**config.mk**
```make
export PLATFORM = sky130hd
export DESIGN_NAME = pwm_peripheral_flat
export DESIGN_NICKNAME = d
export VERILOG_FILES = /design/src/rtl/pwm_peripheral_if.sv /design/src/rtl/pwm_peripheral.sv /design/src/flat_wrapper.sv
export SDC_FILE = /design/constraint.sdc
export NUM_CORES = 1
export LEC_CHECK = 0
export ABC_AREA = 1
export BUFFER_PORTS_ARGS = -buffer_cell sky130_fd_sc_hd__clkbuf_2
export CELL_PAD_IN_SITES_DETAIL_PLACEMENT = 2
export CELL_PAD_IN_SITES_GLOBAL_PLACEMENT = 2
export CORE_ASPECT_RATIO = 0.9
export CORE_MARGIN = 1.5
export CORE_UTILIZATION = 30
export CTS_CLUSTER_DIAMETER = 100
export CTS_CLUSTER_SIZE = 28
export DETAILED_ROUTE_END_ITERATION = 7
export GPL_ROUTABILITY_DRIVEN = 0
export PLACE_DENSITY_LB_ADDON = 0.2
export SLEW_MARGIN = 20
export SYNTH_ARGS = -nofsm -noshare
export SYNTH_HDL_FRONTEND = slang
export SYNTH_SLANG_ARGS = --single-unit
```
**constraint.sdc**
```tcl
create_clock -name clk -period 3 [get_ports clk]
set_input_delay 0.6 -clock clk [delete_from_list [all_inputs] [get_ports clk]]
set_output_delay 0.6 -clock clk [all_outputs]
set_load 0.005 [all_outputs]
```
**src/rtl/pwm_peripheral_if.sv**
```systemverilog
// Control bytes written by the SPI register block and consumed by the PWM peripheral.
interface pwm_peripheral_if;
    logic [7:0] en_reg_out_7_0;
    logic [7:0] en_reg_out_15_8;
    logic [7:0] en_reg_pwm_7_0;
    logic [7:0] en_reg_pwm_15_8;
    logic [7:0] pwm_duty_cycle;

    modport master (
        output en_reg_out_7_0,
        output en_reg_out_15_8,
        output en_reg_pwm_7_0,
        output en_reg_pwm_15_8,
        output pwm_duty_cycle
    );

    modport slave (
        input en_reg_out_7_0,
        input en_reg_out_15_8,
        input en_reg_pwm_7_0,
        input en_reg_pwm_15_8,
        input pwm_duty_cycle
    );
endinterface

```
**src/rtl/pwm_peripheral.sv**
```systemverilog
// 16 general-purpose outputs, each off, static high, or driven by one shared PWM waveform.
// Duty cycle is double-buffered and only reloaded at the period boundary.
module pwm_peripheral #(
    parameter int unsigned CLK_DIV = 3000
) (
    input  logic               clk,
    input  logic               rst_n,
    pwm_peripheral_if.slave    ctrl,
    output logic [15:0]        out,
    output logic               pwm_sync
);

    localparam int unsigned    PresW   = (CLK_DIV > 1) ? $clog2(CLK_DIV) : 1;
    localparam logic [PresW-1:0] PresMax = PresW'(CLK_DIV - 1);

    logic [PresW-1:0] prescaler_q, prescaler_d;
    logic [7:0]       pwm_cnt_q, pwm_cnt_d;
    logic [7:0]       duty_shadow_q, duty_shadow_d;
    logic             pwm_sync_q, pwm_sync_d;
    logic [15:0]      out_q, out_d;
    logic             tick;
    logic             boundary;
    logic             pwm_raw;
    logic [15:0]      en_out;
    logic [15:0]      en_pwm;

    assign en_out = {ctrl.en_reg_out_15_8, ctrl.en_reg_out_7_0};
    assign en_pwm = {ctrl.en_reg_pwm_15_8, ctrl.en_reg_pwm_7_0};

    always_comb begin
        tick        = (prescaler_q == PresMax);
        prescaler_d = tick ? '0 : prescaler_q + 1'b1;
        pwm_cnt_d   = tick ? pwm_cnt_q + 8'd1 : pwm_cnt_q;
    end

    // The period ends on the tick that wraps pwm_cnt; the new duty is sampled on that edge.
    always_comb begin
        boundary      = tick && (pwm_cnt_q == 8'hFF);
        duty_shadow_d = boundary ? ctrl.pwm_duty_cycle : duty_shadow_q;
        pwm_sync_d    = boundary;
    end

    // 0xFF is special-cased so full duty never dips low at cnt==255.
    always_comb begin
        pwm_raw = (duty_shadow_q == 8'hFF) || (pwm_cnt_q < duty_shadow_q);
        out_d   = en_out & (~en_pwm | {16{pwm_raw}});
    end

    always_ff @(posedge clk or negedge rst_n) begin
        if (!rst_n) begin
            prescaler_q   <= '0;
            pwm_cnt_q     <= 8'd0;
            duty_shadow_q <= 8'd0;
            pwm_sync_q    <= 1'b0;
            out_q         <= 16'd0;
        end else begin
            prescaler_q   <= prescaler_d;
            pwm_cnt_q     <= pwm_cnt_d;
            duty_shadow_q <= duty_shadow_d;
            pwm_sync_q    <= pwm_sync_d;
            out_q         <= out_d;
        end
    end

    assign out      = out_q;
    assign pwm_sync = pwm_sync_q;

endmodule
```
**src/flat_wrapper.sv**
```systemverilog
// flat-port wrapper written by rule: the top's interface ports become plain ports
module pwm_peripheral_flat 
#(
    parameter int unsigned CLK_DIV = 3000
)
  (clk, rst_n, out, pwm_sync, ctrl_en_reg_out_7_0, ctrl_en_reg_out_15_8, ctrl_en_reg_pwm_7_0, ctrl_en_reg_pwm_15_8, ctrl_pwm_duty_cycle);
  pwm_peripheral_if ctrl_i ();
  input  logic clk;
  input  logic rst_n;
  output logic [15:0] out;
  output logic pwm_sync;
  input wire logic [$bits(ctrl_i.en_reg_out_7_0)-1:0] ctrl_en_reg_out_7_0;
  input wire logic [$bits(ctrl_i.en_reg_out_15_8)-1:0] ctrl_en_reg_out_15_8;
  input wire logic [$bits(ctrl_i.en_reg_pwm_7_0)-1:0] ctrl_en_reg_pwm_7_0;
  input wire logic [$bits(ctrl_i.en_reg_pwm_15_8)-1:0] ctrl_en_reg_pwm_15_8;
  input wire logic [$bits(ctrl_i.pwm_duty_cycle)-1:0] ctrl_pwm_duty_cycle;
  assign ctrl_i.en_reg_out_7_0 = ctrl_en_reg_out_7_0;
  assign ctrl_i.en_reg_out_15_8 = ctrl_en_reg_out_15_8;
  assign ctrl_i.en_reg_pwm_7_0 = ctrl_en_reg_pwm_7_0;
  assign ctrl_i.en_reg_pwm_15_8 = ctrl_en_reg_pwm_15_8;
  assign ctrl_i.pwm_duty_cycle = ctrl_pwm_duty_cycle;
  pwm_peripheral #(.CLK_DIV(CLK_DIV)) u_core (.clk(clk), .rst_n(rst_n), .ctrl(ctrl_i), .out(out), .pwm_sync(pwm_sync));
endmodule
```
==> metrics.yaml <==
power.share.clock: 0.356
starting_density_of_the_core: 0.307
wire_length_of_the_first_global_routing_pass_um: 9410
slew_headroom: 0.595
worst_ep_arrival_time_ns: 2.22
worstSkewPairLatency_ns: 0.29
slew_viol_final: 0
max_freq_mhz: 483
worst_ir_drop_vdd_uv: 136
totalWireLength_um: 5300
antennaDiodeCount: 0
htree_num_levels: 2
synth_edf_count: 0
placement.io_buffers: 58
post_cts_buffers: 0
cts.root.buffer_cell: "sky130_fd_sc_hd__clkbuf_8"
core.rowCount: 29
rsz0062_at_grt: "no"
yosys_register_bits: 45
internal_power_uw: 830
multi_input_comb_area_um2: 832
initial_drt_markers: 30
nFillCells: 832
library_cell_with_the_highest_instance_count_after_synthesis: "sky130_fd_sc_hd__nand2_1"
timing.hold.worst.class: "input port to async pin"
ys_top_cells_by_area: "sky130_fd_sc_hd__dfrtp_1 (52%), sky130_fd_sc_hd__nand2_1 (10%), sky130_fd_sc_hd__inv_1 (7.5%)"
final_critical_path_setup_slack_ns: 0.929
via_count: 1801
clock_tree.buffer_depth: 2
drt-pass1-iter-count: 3
grt_start_max_net_pins: 46
synthArstFlopShare: 1.00
finish.cell_count_without_fillers: 400
crit_share_post_route: 0.690
final_util: 0.375
power.sequential.fraction: 0.585
period_minus_slack_ns: 2.07
synthDistinctLibCells: 29
seq_area_frac_synth: 0.524
die_w_um: 92.3
ff_latch_area_mm2: 0.00113
synth.net_count: 296
post_synth_most_frequent_cells: "sky130_fd_sc_hd__nand2_1 (58), sky130_fd_sc_hd__dfrtp_1 (45), sky130_fd_sc_hd__inv_1 (43)"
syn_to_final_growth_pct: 22.0
ant_nets: 0
timing_hold_violations_final: 0
crit_path_end_kind: "register"
tightestPinTransition_ns: 0.605
required_ns: 3.15
grt_antenna_before_repair: 0
route.detailed.vias_per_inst: 4.50
clock-skew-final_ns: 0.0102
syn-mean-instance-area_um2: 8.78
startpoint_type: "register"
synth_largest_type_area_fraction: 0.524
synth-warning-count: 0
avgRoutedWirePerCell_um: 13.2
timing.max_cap.violations: 0
first_global_vias: 1999
synth.cell_area_mm2: 0.00215
cell_count_after_synthesis: 245
global_route.overflow_total: 0
global_route.usage.total: 0.155
design.die.area_mm2: 0.00769
status: "finished, final reports clean"
path_max_fanout: 16
synth.largest_area_cell: "sky130_fd_sc_hd__dfrtp_1"
tritoncts: "yes"
dp_hpwl_um: 4150
ys_dominant_reg_cell: "sky130_fd_sc_hd__dfrtp_1"
critPathKind: "register to register"
cts.hold.buffers_added: 0
numPlacedInstances: 393
die_height_um: 83.3
sw_ratio: 0.216
setup_viol: 0
power.leakage_nw: 1.47
ios: 59
post-place-ws_ns: 0.945
nets: 358
cts_buffers: 5
cts_repair_resize_count: 0
setup-tns-final_ns: 0
design_power_total_mw: 1.06
power_dens_cells_mw_per_mm2: 404
cts_num_sinks: 45
core_region_area_mm2: 0.00700
switchingPower_uw: 228
post-route-drc-count: 0
post_route_cells_drive_above_1_share: 0.248
path_clk_slew_ns: 0.08
pwr-share-comb: 0.058
[through the flow]
stage	area (um2)	hold slack, ns
6_report	2620	0.386
5_1_grt	2620	0.434
4_1_cts	2620	0.407
3_5_place_dp	2540	0.496
3_3_place_gp	2540	0.484
2_1_floorplan	2150	0.304
[worst paths after layout]
check,start,to,slack (ns),cells after the start
min in group clk,ctrl_en_reg_out_7_0[0],u_core.out[0],0.50,3
max in group asynchronous,rst_n,u_core.out[4],2.21,2
worst min register to register,u_core.prescaler_q[5],u_core.prescaler_q[5],0.52,1
worst max-delay path,u_core.prescaler_q[0],u_core.duty_shadow_q[4],0.93,6
worst min-delay path,rst_n,u_core.out[2],0.39,2
worst max register to register,u_core.prescaler_q[0],u_core.duty_shadow_q[4],0.93,6
[cell type report]
cell class / instances / area share
inverter: 44 / 0.0629
clock buffer: 7 / 0.0329
tap: 93 / 0.0443
multi-input combinational: 152 / 0.317
sequential: 45 / 0.429
timing repair buffer: 59 / 0.113
[sequential cells by signal, summed over array words and instances, names as in the netlist]
register,flops
u_core.out,16
u_core.pwm_sync,1
u_core.prescaler_q,12
u_core.pwm_cnt_q,8
u_core.duty_shadow_q,8
[cells by family after synthesis]
family,after synthesis,share of synthesized area
adder cells (fa/ha/maj),9,0.0524
AO/OA/AOI/OAI,18,0.0448
buffers and inverters,48,0.0896
flip-flops,45,0.524
AND/OR/NAND/NOR,115,0.249
XOR/XNOR,10,0.0407
[routing by layer]
layer  track usage  wire length [um]  vias up
met5             0                 0        -
met3        0.0467               328        5
met2         0.261              2540       43
met1         0.191              2380      866
met4        0.0420                51        0
li1              -                 -      887
[critical path, cell delays in order (launching register included)]
cell and delay (ns):
sky130_fd_sc_hd__dfrtp_1 0.39, sky130_fd_sc_hd__ha_1 0.22, sky130_fd_sc_hd__nand2_1 0.10, sky130_fd_sc_hd__nor2_2 0.15, sky130_fd_sc_hd__nand3_2 0.31, sky130_fd_sc_hd__nor3_4 0.58, sky130_fd_sc_hd__o21ai_0 0.17
[power by group through the flow]
stage	Sequential, mW	Clock, mW	Combinational (mW)
after floorplan	0.634	0	0.00800
after global placement	0.631	0	0.0633
after detailed placement	0.632	0	0.0651
after CTS	0.620	0.405	0.0649
after global routing	0.621	0.420	0.0728
final	0.620	0.377	0.0619
[layout by cell type (no fill, tap or decap), drive strengths merged, types with 6 or more instances in the layout]
| cell | n |
|---|---|
| inv | 44 |
| clkbuf | 65 |
| nor2 | 13 |
| nor3 | 8 |
| dfrtp | 45 |
| nand2 | 60 |
| a21oi | 6 |
| nand3 | 27 |
| ha | 9 |
| xor2 | 7 |
| o21ai | 11 |
No activity file was read; power rests on OpenSTA's default activity.
